[src/rtl/mips_cpu_mem_arbiter_pkg.sv]
// Shared types for the data-side memory path.
// The state enum is also used by the write buffer.
package mips_cpu_mem_pkg;

  typedef enum logic [1:0] {
    IDLE    = 2'd0,
    WR      = 2'd1,
    RD_REQ  = 2'd2,
    RD_DATA = 2'd3
  } arb_state_t;

endpackage

[src/rtl/mips_cpu_mem_arbiter_if.sv]
// Avalon-MM bus between the arbiter (master)
// and the memory system (slave).
interface mips_cpu_mem_arbiter_if;
  logic [31:0] address;
  logic        read;
  logic        write;
  logic [31:0] writedata;
  logic [3:0]  byteenable;
  logic [31:0] readdata;
  logic        waitrequest;

  modport master (
    output address, read, write,
    output writedata, byteenable,
    input  readdata, waitrequest
  );

  modport slave (
    input  address, read, write,
    input  writedata, byteenable,
    output readdata, waitrequest
  );
endinterface

[src/rtl/mips_cpu_mem_arbiter.sv]
// Shares one Avalon master between write-buffer drain
// and cache line fills; reads win unless writes starve.
module mips_cpu_mem_arbiter
  import mips_cpu_mem_pkg::*;
#(
  parameter int LINE_BITS  = 2,
  parameter int STREAK_MAX = 4
) (
  input  logic                 clk,
  input  logic                 rst,
  input  logic                 wb_empty,
  input  logic                 wb_full,
  input  logic                 wb_write,
  input  logic [31:0]          wb_addr,
  input  logic [31:0]          wb_writedata,
  input  logic [3:0]           wb_byteenable,
  output logic                 wb_active,
  output logic                 wb_waitrequest,
  input  logic                 rd_req,
  input  logic [31:0]          rd_addr,
  output logic                 rd_valid,
  output logic [LINE_BITS-1:0] rd_word,
  output logic [31:0]          rd_data,
  output logic                 rd_done,
  mips_cpu_mem_arbiter_if.master avm
);

  localparam int SW = $clog2(STREAK_MAX + 1);
  localparam int BW = 30 - LINE_BITS;
  localparam logic [LINE_BITS-1:0] K_LAST = '1;
  localparam logic [SW-1:0] S_MAX = SW'(STREAK_MAX);

  arb_state_t           state_q, state_d;
  logic [LINE_BITS-1:0] k_q, k_d;
  logic [SW-1:0]        streak_q, streak_d;
  logic [BW-1:0]        base_q, base_d;
  logic                 wr_go;

  // State, word counter, streak and line base registers.
  always_ff @(posedge clk or posedge rst) begin
    if (rst) begin
      state_q  <= IDLE;
      k_q      <= '0;
      streak_q <= '0;
      base_q   <= '0;
    end else begin
      state_q  <= state_d;
      k_q      <= k_d;
      streak_q <= streak_d;
      base_q   <= base_d;
    end
  end

  // Arbitration, next state and bus steering.
  always_comb begin
    state_d        = state_q;
    k_d            = k_q;
    streak_d       = streak_q;
    base_d         = base_q;
    wr_go          = 1'b0;
    wb_active      = 1'b0;
    wb_waitrequest = 1'b1;
    rd_valid       = 1'b0;
    rd_word        = '0;
    rd_data        = '0;
    rd_done        = 1'b0;
    avm.address    = '0;
    avm.read       = 1'b0;
    avm.write      = 1'b0;
    avm.writedata  = '0;
    avm.byteenable = '0;
    unique case (state_q)
      IDLE: begin
        if (wb_full) begin
          wr_go = 1'b1;
        end else if (!wb_empty && streak_q == S_MAX) begin
          wr_go = 1'b1;
        end else if (rd_req) begin
          state_d = RD_REQ;
          base_d  = BW'(rd_addr >> (LINE_BITS + 2));
          k_d     = '0;
        end else if (!wb_empty) begin
          wr_go = 1'b1;
        end
        if (wr_go) begin
          state_d  = WR;
          streak_d = '0;
        end
      end
      WR: begin
        wb_active      = 1'b1;
        wb_waitrequest = avm.waitrequest;
        avm.write      = wb_write;
        avm.address    = wb_addr;
        avm.writedata  = wb_writedata;
        avm.byteenable = wb_byteenable;
        if ((wb_write && !avm.waitrequest) || wb_empty)
          state_d = IDLE;
      end
      RD_REQ: begin
        avm.read       = 1'b1;
        avm.address    = {base_q, k_q, 2'b00};
        avm.byteenable = 4'hF;
        if (!avm.waitrequest)
          state_d = RD_DATA;
      end
      RD_DATA: begin
        rd_valid = 1'b1;
        rd_word  = k_q;
        rd_data  = avm.readdata;
        if (k_q == K_LAST) begin
          rd_done = 1'b1;
          state_d = IDLE;
          if (!wb_empty && streak_q != S_MAX)
            streak_d = streak_q + SW'(1);
        end else begin
          k_d     = k_q + LINE_BITS'(1);
          state_d = RD_REQ;
        end
      end
      default: state_d = IDLE;
    endcase
  end

endmodule

[src/flat_wrapper.sv]
// flat-port wrapper written by rule: the top's interface ports become plain ports
module mips_cpu_mem_arbiter_flat import mips_cpu_mem_pkg::*;
#(
  parameter int LINE_BITS  = 2,
  parameter int STREAK_MAX = 4
)
  (clk, rst, wb_empty, wb_full, wb_write, wb_addr, wb_writedata, wb_byteenable, wb_active, wb_waitrequest, rd_req, rd_addr, rd_valid, rd_word, rd_data, rd_done, avm_address, avm_read, avm_write, avm_writedata, avm_byteenable, avm_readdata, avm_waitrequest);
  mips_cpu_mem_arbiter_if avm_i ();
  input  logic clk;
  input  logic rst;
  input  logic wb_empty;
  input  logic wb_full;
  input  logic wb_write;
  input  logic [31:0] wb_addr;
  input  logic [31:0] wb_writedata;
  input  logic [3:0] wb_byteenable;
  output logic wb_active;
  output logic wb_waitrequest;
  input  logic rd_req;
  input  logic [31:0] rd_addr;
  output logic rd_valid;
  output logic [LINE_BITS-1:0] rd_word;
  output logic [31:0] rd_data;
  output logic rd_done;
  output wire logic [$bits(avm_i.address)-1:0] avm_address;
  output wire logic [$bits(avm_i.read)-1:0] avm_read;
  output wire logic [$bits(avm_i.write)-1:0] avm_write;
  output wire logic [$bits(avm_i.writedata)-1:0] avm_writedata;
  output wire logic [$bits(avm_i.byteenable)-1:0] avm_byteenable;
  input wire logic [$bits(avm_i.readdata)-1:0] avm_readdata;
  input wire logic [$bits(avm_i.waitrequest)-1:0] avm_waitrequest;
  assign avm_address = avm_i.address;
  assign avm_read = avm_i.read;
  assign avm_write = avm_i.write;
  assign avm_writedata = avm_i.writedata;
  assign avm_byteenable = avm_i.byteenable;
  assign avm_i.readdata = avm_readdata;
  assign avm_i.waitrequest = avm_waitrequest;
  mips_cpu_mem_arbiter #(.LINE_BITS(LINE_BITS), .STREAK_MAX(STREAK_MAX)) u_core (.clk(clk), .rst(rst), .wb_empty(wb_empty), .wb_full(wb_full), .wb_write(wb_write), .wb_addr(wb_addr), .wb_writedata(wb_writedata), .wb_byteenable(wb_byteenable), .wb_active(wb_active), .wb_waitrequest(wb_waitrequest), .rd_req(rd_req), .rd_addr(rd_addr), .rd_valid(rd_valid), .rd_word(rd_word), .rd_data(rd_data), .rd_done(rd_done), .avm(avm_i));
endmodule
[config.mk]
export PLATFORM = sky130hd
export DESIGN_NAME = mips_cpu_mem_arbiter_flat
export DESIGN_NICKNAME = d
export VERILOG_FILES = /design/src/rtl/mips_cpu_mem_arbiter_pkg.sv /design/src/rtl/mips_cpu_mem_arbiter_if.sv /design/src/rtl/mips_cpu_mem_arbiter.sv /design/src/flat_wrapper.sv
export SDC_FILE = /design/constraint.sdc
export NUM_CORES = 1
export LEC_CHECK = 0
export ABC_CLOCK_PERIOD_IN_PS = 5220
export CAP_MARGIN = 20
export CORE_AREA = 2 2 95 97
export DETAILED_ROUTE_END_ITERATION = 7
export DIE_AREA = 0 0 97 99
export PLACE_DENSITY = 0.81
export SLEW_MARGIN = 0
export SYNTH_ARGS = -nofsm -noshare
export SYNTH_HDL_FRONTEND = slang
export SYNTH_SLANG_ARGS = --single-unit
[constraint.sdc]
create_clock -name clk -period 5.22 [get_ports clk]
set_input_delay 1.305 -clock clk [delete_from_list [all_inputs] [get_ports clk]]
set_output_delay 1.305 -clock clk [all_outputs]
set_load 0.02 [all_outputs]
Yosys cells after proc, flatten, opt, wreduce, memory -nomap -nowiden
Index checks and enable logic that the tools add are counted.
- register bits: 35
- input bits: 139
- output and inout port bits: 108
- word-level logic and storage cells: 72
- add/subtract/negate cells: 2
- equal/unequal tests: 18
- mux-type cells: 34
- bitwise operators: 2
- reduce and logical (&&, ||, !) cells: 12
- operators with widths (kind ; number):
    $mux W32 ; 2
    $pmux W32 S2 ; 1
    $mux W2 ; 12
    $mux W1 ; 12
    $ne A2 B2 Y1 const B ; 6
    $ne A3 B3 Y1 const B ; 4
    $reduce_and A5 Y1 ; 2
    $mux W3 ; 3
    $pmux W2 S4 ; 1
    $pmux W4 S2 ; 1
    $reduce_and A4 Y1 ; 2
    $eq A2 B2 Y1 const B ; 3
    $ne A2 B1 Y1 const B ; 3
    $pmux W3 S2 ; 1
    $pmux W2 S2 ; 1
    $add A3 B1 Y3 const B ; 1
    $eq A3 B3 Y1 const B ; 1
    $logic_and A1 B1 Y1 ; 3
    $add A2 B1 Y2 const B ; 1
    $eq A2 B1 Y1 const B ; 1
    $logic_not A1 Y1 ; 2
    $logic_not A2 Y1 ; 1
    $not A1 Y1 ; 2
    $reduce_bool A2 Y1 ; 1
    $logic_or A1 B1 Y1 ; 1

Depth between registers and ports, before layout
- word-level depth: 7
- gate-level depth with buffers: 7
- depth with buffers taken out: 6

Least setup slack after synthesis
No wires, ideal clock.
- path type: reg-to-output
- from: register u_core.state_q[0]
- to: output port avm_address[22]
- arrival: 1.811 ns
- path slack: 2.104 ns
- stages on the path, launching flop included: 7
- cell sequence: dfrtp_1 > inv_1 > ha_1 > clkbuf_1 > buf_1 > a22oi_1 > nor2b_1
- word-level cells in the longest chain between the ends: 2
- elaborated cells between the ends (all ways): 3
- RTL lines (item ; line ; text):
    start: declaration ; mips_cpu_mem_arbiter.sv:33 ; arb_state_t state_q, state_d;
    start signal: assignment ; mips_cpu_mem_arbiter.sv:47 ; state_q <= state_d;
    $eq A2 B2 Y1 or $eq A2 B1 Y1 (tied branches) ; mips_cpu_mem_arbiter.sv:72 ; unique case (state_q)
    $pmux W32 S2 * ; mips_cpu_mem_arbiter.sv:72 ;
    end: declaration ; flat_wrapper.sv:25 ; output wire logic [$bits(avm_i.address)-1:0] avm_address;
Every way passes the cells marked *; elsewhere a longest branch is shown, timed or not.

Worst setup path after layout
- from: register u_core.state_q[0]
- to: output port avm_address[3]
The elaborated chain is that of the path after synthesis.

==> results.md <==
- Status: completed
- Final setup vio count: 0
- #FFs+latches synth: 35
- PD cells: 463 mW/mm^2
- Number of flops mapped to enable cells by yosys: 0
- Share of layout cells above drive strength 1: 0.0292
- WL final: 9.40 mm
- Synth Cell Area: 0.00260 mm^2
- Psw: 1020 uW
- Antenna diode count: 0
- DR WL/cell: 15.1 um
- Root Driver: clkbuf_8
- Total grt overflow: 0
- Async S/R FF share, synth: 1.00
- Ys flop type: dfrtp_1
- F_max: 0.247 GHz
- Mapped Cells: 282
- PnR worst setup slack: 1170 ps
- Die X: 97 um
- Adder-Cell Fraction of Synth Area: 0.0384
- Core Region: 0.00855 mm^2
- Placement Setup Slack: 1250 ps
- Initial DRC Count: 57
- Pins Over Slew Limit: 0
- Final TNS setup: 0 ps
- CP Max Fanout: 21
- Syn Area/Cell: 9.24 um^2
- Simple-Gate Fraction of Synth Area: 0.314
- Final hold violations: 0
- Clk network pwr share: 0.088
- Net Sw Frac: 0.420
- Gpl congestion: 0.854
- Post-synthesis xor/xnor area fraction: 0
- Mux cell area share after synthesis: 0.129
- Initial antenna violation count: 0
- Initial Util: 0.305
- Sequential Power Share: 0.192
- Seq/Total Area, Yosys: 0.336
- Clock-pin slew on the worst setup and hold paths: 70 ps
- RSZ-0062 raised after global routing: no
- Routed vias: 2,880
- Final ANT Viol Nets: 0
- Worst-margin pin slew: 960 ps
- Synth-to-Final Area Change: 101%
- # IOs: 247
- Cell Rows: 34
- DP Wirelength: 7.50 mm
- DR pass1 iterations: 4
- Filler cells: 741
- FF/Latch Area: 876 um^2
- Int Power: 1400 uW
- Synthesized Nets: 429
- Distinct cell type count after synthesis: 29
- Final worst-path cycle share: 0.777
- Max Root-Sink Buffers: 2
- WS Path Type: reg2out
- Tmin final: 4050 ps
- DRC violations left: 0
- Main combinational cell family by area after synthesis: simple AND/OR/NAND/NOR gates
- Clock skew: 4.97 ps
- Crit end category: output pin
- Slew headroom: 0.360
- Worst skew pair latency: 280 ps
- First-pass GRT wire length: 14.6 mm
- DIE AREA: 0.00960 mm^2
- Nets: 660
- Die H: 99 um
- Leakage Power: 0.00203 uW
- Worst Path Arrival: 2750 ps
- Largest net degree at the start of global routing: 54
- Crit path from: u_core.state_q[0]
- Max rail drop VDD: 0.280 mV
- Overall Global Routing Usage: 0.185
- Number of gates resized after cts: 0
- Nature of the critical path startpoint: register
- Vias/cell: 4.63
- Vias in the first global route: 2,945
- Worst endpoint required time: 3910 ps
- H-Tree Level Count: 2
- Hold Path Origin: u_core.base_q[0]
- CTS sink cnt: 35
- Comb power frac: 0.720
- Synth Area in Compound Gates: 0.129
- Syn. warnings: 0
- Max-Cap Viols: 0
- Total CTS buffers: 5
- Count of input and output buffers: 242
- Hold_buf cts: 0
- Worst hold path class: reg2reg
- Postcts setup bufs: 0
- CTS tree: built
- Multi-input gate area: 0.00161 mm^2
- Reg2Reg Launch Point: u_core.state_q[1]
[sequential cells by signal (all words and copies together) (netlist names)]
name	cells
u_core.streak_q	3
u_core.k_q	2
u_core.state_q	2
u_core.base_q	28
[layout make-up]
class | instances | share of cell area
clock buffers | 8 | 0.0192
inverters | 7 | 0.00503
multi-input cells | 217 | 0.308
flip-flops and latches | 35 | 0.168
well taps | 108 | 0.0259
repair buffers | 247 | 0.475
[Yosys cell counts, drive strengths merged, types with 2 or more instances]
master	instances	area (um^2)
buf	5	45.1
and2	71	444
ha	8	100
nor2	3	11.3
a31oi	2	12.5
a22oi	30	225
nand2	5	18.8
nand3	6	30.0
a21oi	5	25.0
nor4bb	2	20.0
clkbuf	18	67.6
nor2b	36	225
o21ai	6	30.0
inv	7	26.3
nand2b	3	18.8
mux2	29	327
dfrtp	35	876
or4b	2	20.0
[critical path, cell delays in order (launching register included)]
cell and delay, ps:
dfrtp_1 420, inv_1 120, ha_1 590, buf_4 380, a22oi_1 130, nor2b_1 170
clkdlybuf4s50_1 660
[through the flow]
step                total power, uW  hold WS [ps]   util  cells  cell area [um^2]
floorplan                      1460           459      -    282              2610
global placement               2170           468  0.596    613              5100
detailed placement             2210           480  0.596    613              5100
CTS                            2430           495  0.608    621              5200
global route                   2590           513  0.611    622              5230
finish                         2420           491  0.611    622              5230
[logic make-up after synthesis]
kind of cell,count (synthesis)
AO/OA/AOI/OAI,48
adder cells (fa/ha/maj),8
buffers and inverters,30
flip-flops,35
multiplexers,30
AND/OR/NAND/NOR,131
[cell usage in the layout (no fill, tap or decap), types with 2 or more instances in the layout]
cell type        instances
nand2_1                  5
or4b_1                   2
nand3_1                  6
dfrtp_1                 35
a31oi_1                  2
buf_4                    4
a21oi_1                  5
nor2b_1                 36
nand2b_1                 3
clkdlybuf4s50_1        242
nor2_1                   3
inv_1                    7
clkbuf_8                 7
a22oi_1                 30
o21ai_0                  6
ha_1                     7
and2_1                  71
mux2_1                  29
[power by group through the flow]
stage          clock (uW)  sequential [uW]  combinational [uW]
6_report              214              464                1740
5_1_grt               235              479                1880
4_1_cts               224              464                1750
3_5_place_dp            0              467                1740
3_3_place_gp            0              465                1710
2_1_floorplan           0              444                1010
[path summary, 6_finish.rpt]
path	to	slack, ps	depth (start not counted)
max in group asynchronous	u_core.streak_q[2]	3460	3
hold reg to reg	u_core.base_q[0]	490	1
setup / recovery	avm_address[3]	1170	6
setup reg to reg	u_core.state_q[0]	3030	6
min in group asynchronous	u_core.base_q[2]	1430	3
hold / removal	u_core.base_q[0]	490	1
[routing by layer]
metal	share of wire	GRT usage
met1	0.39	0.213
met2	0.54	0.356
met3	0.056	0.0340
met4	0.013	0.0412
met5	0	0
No activity file was read; power rests on OpenSTA's default activity.
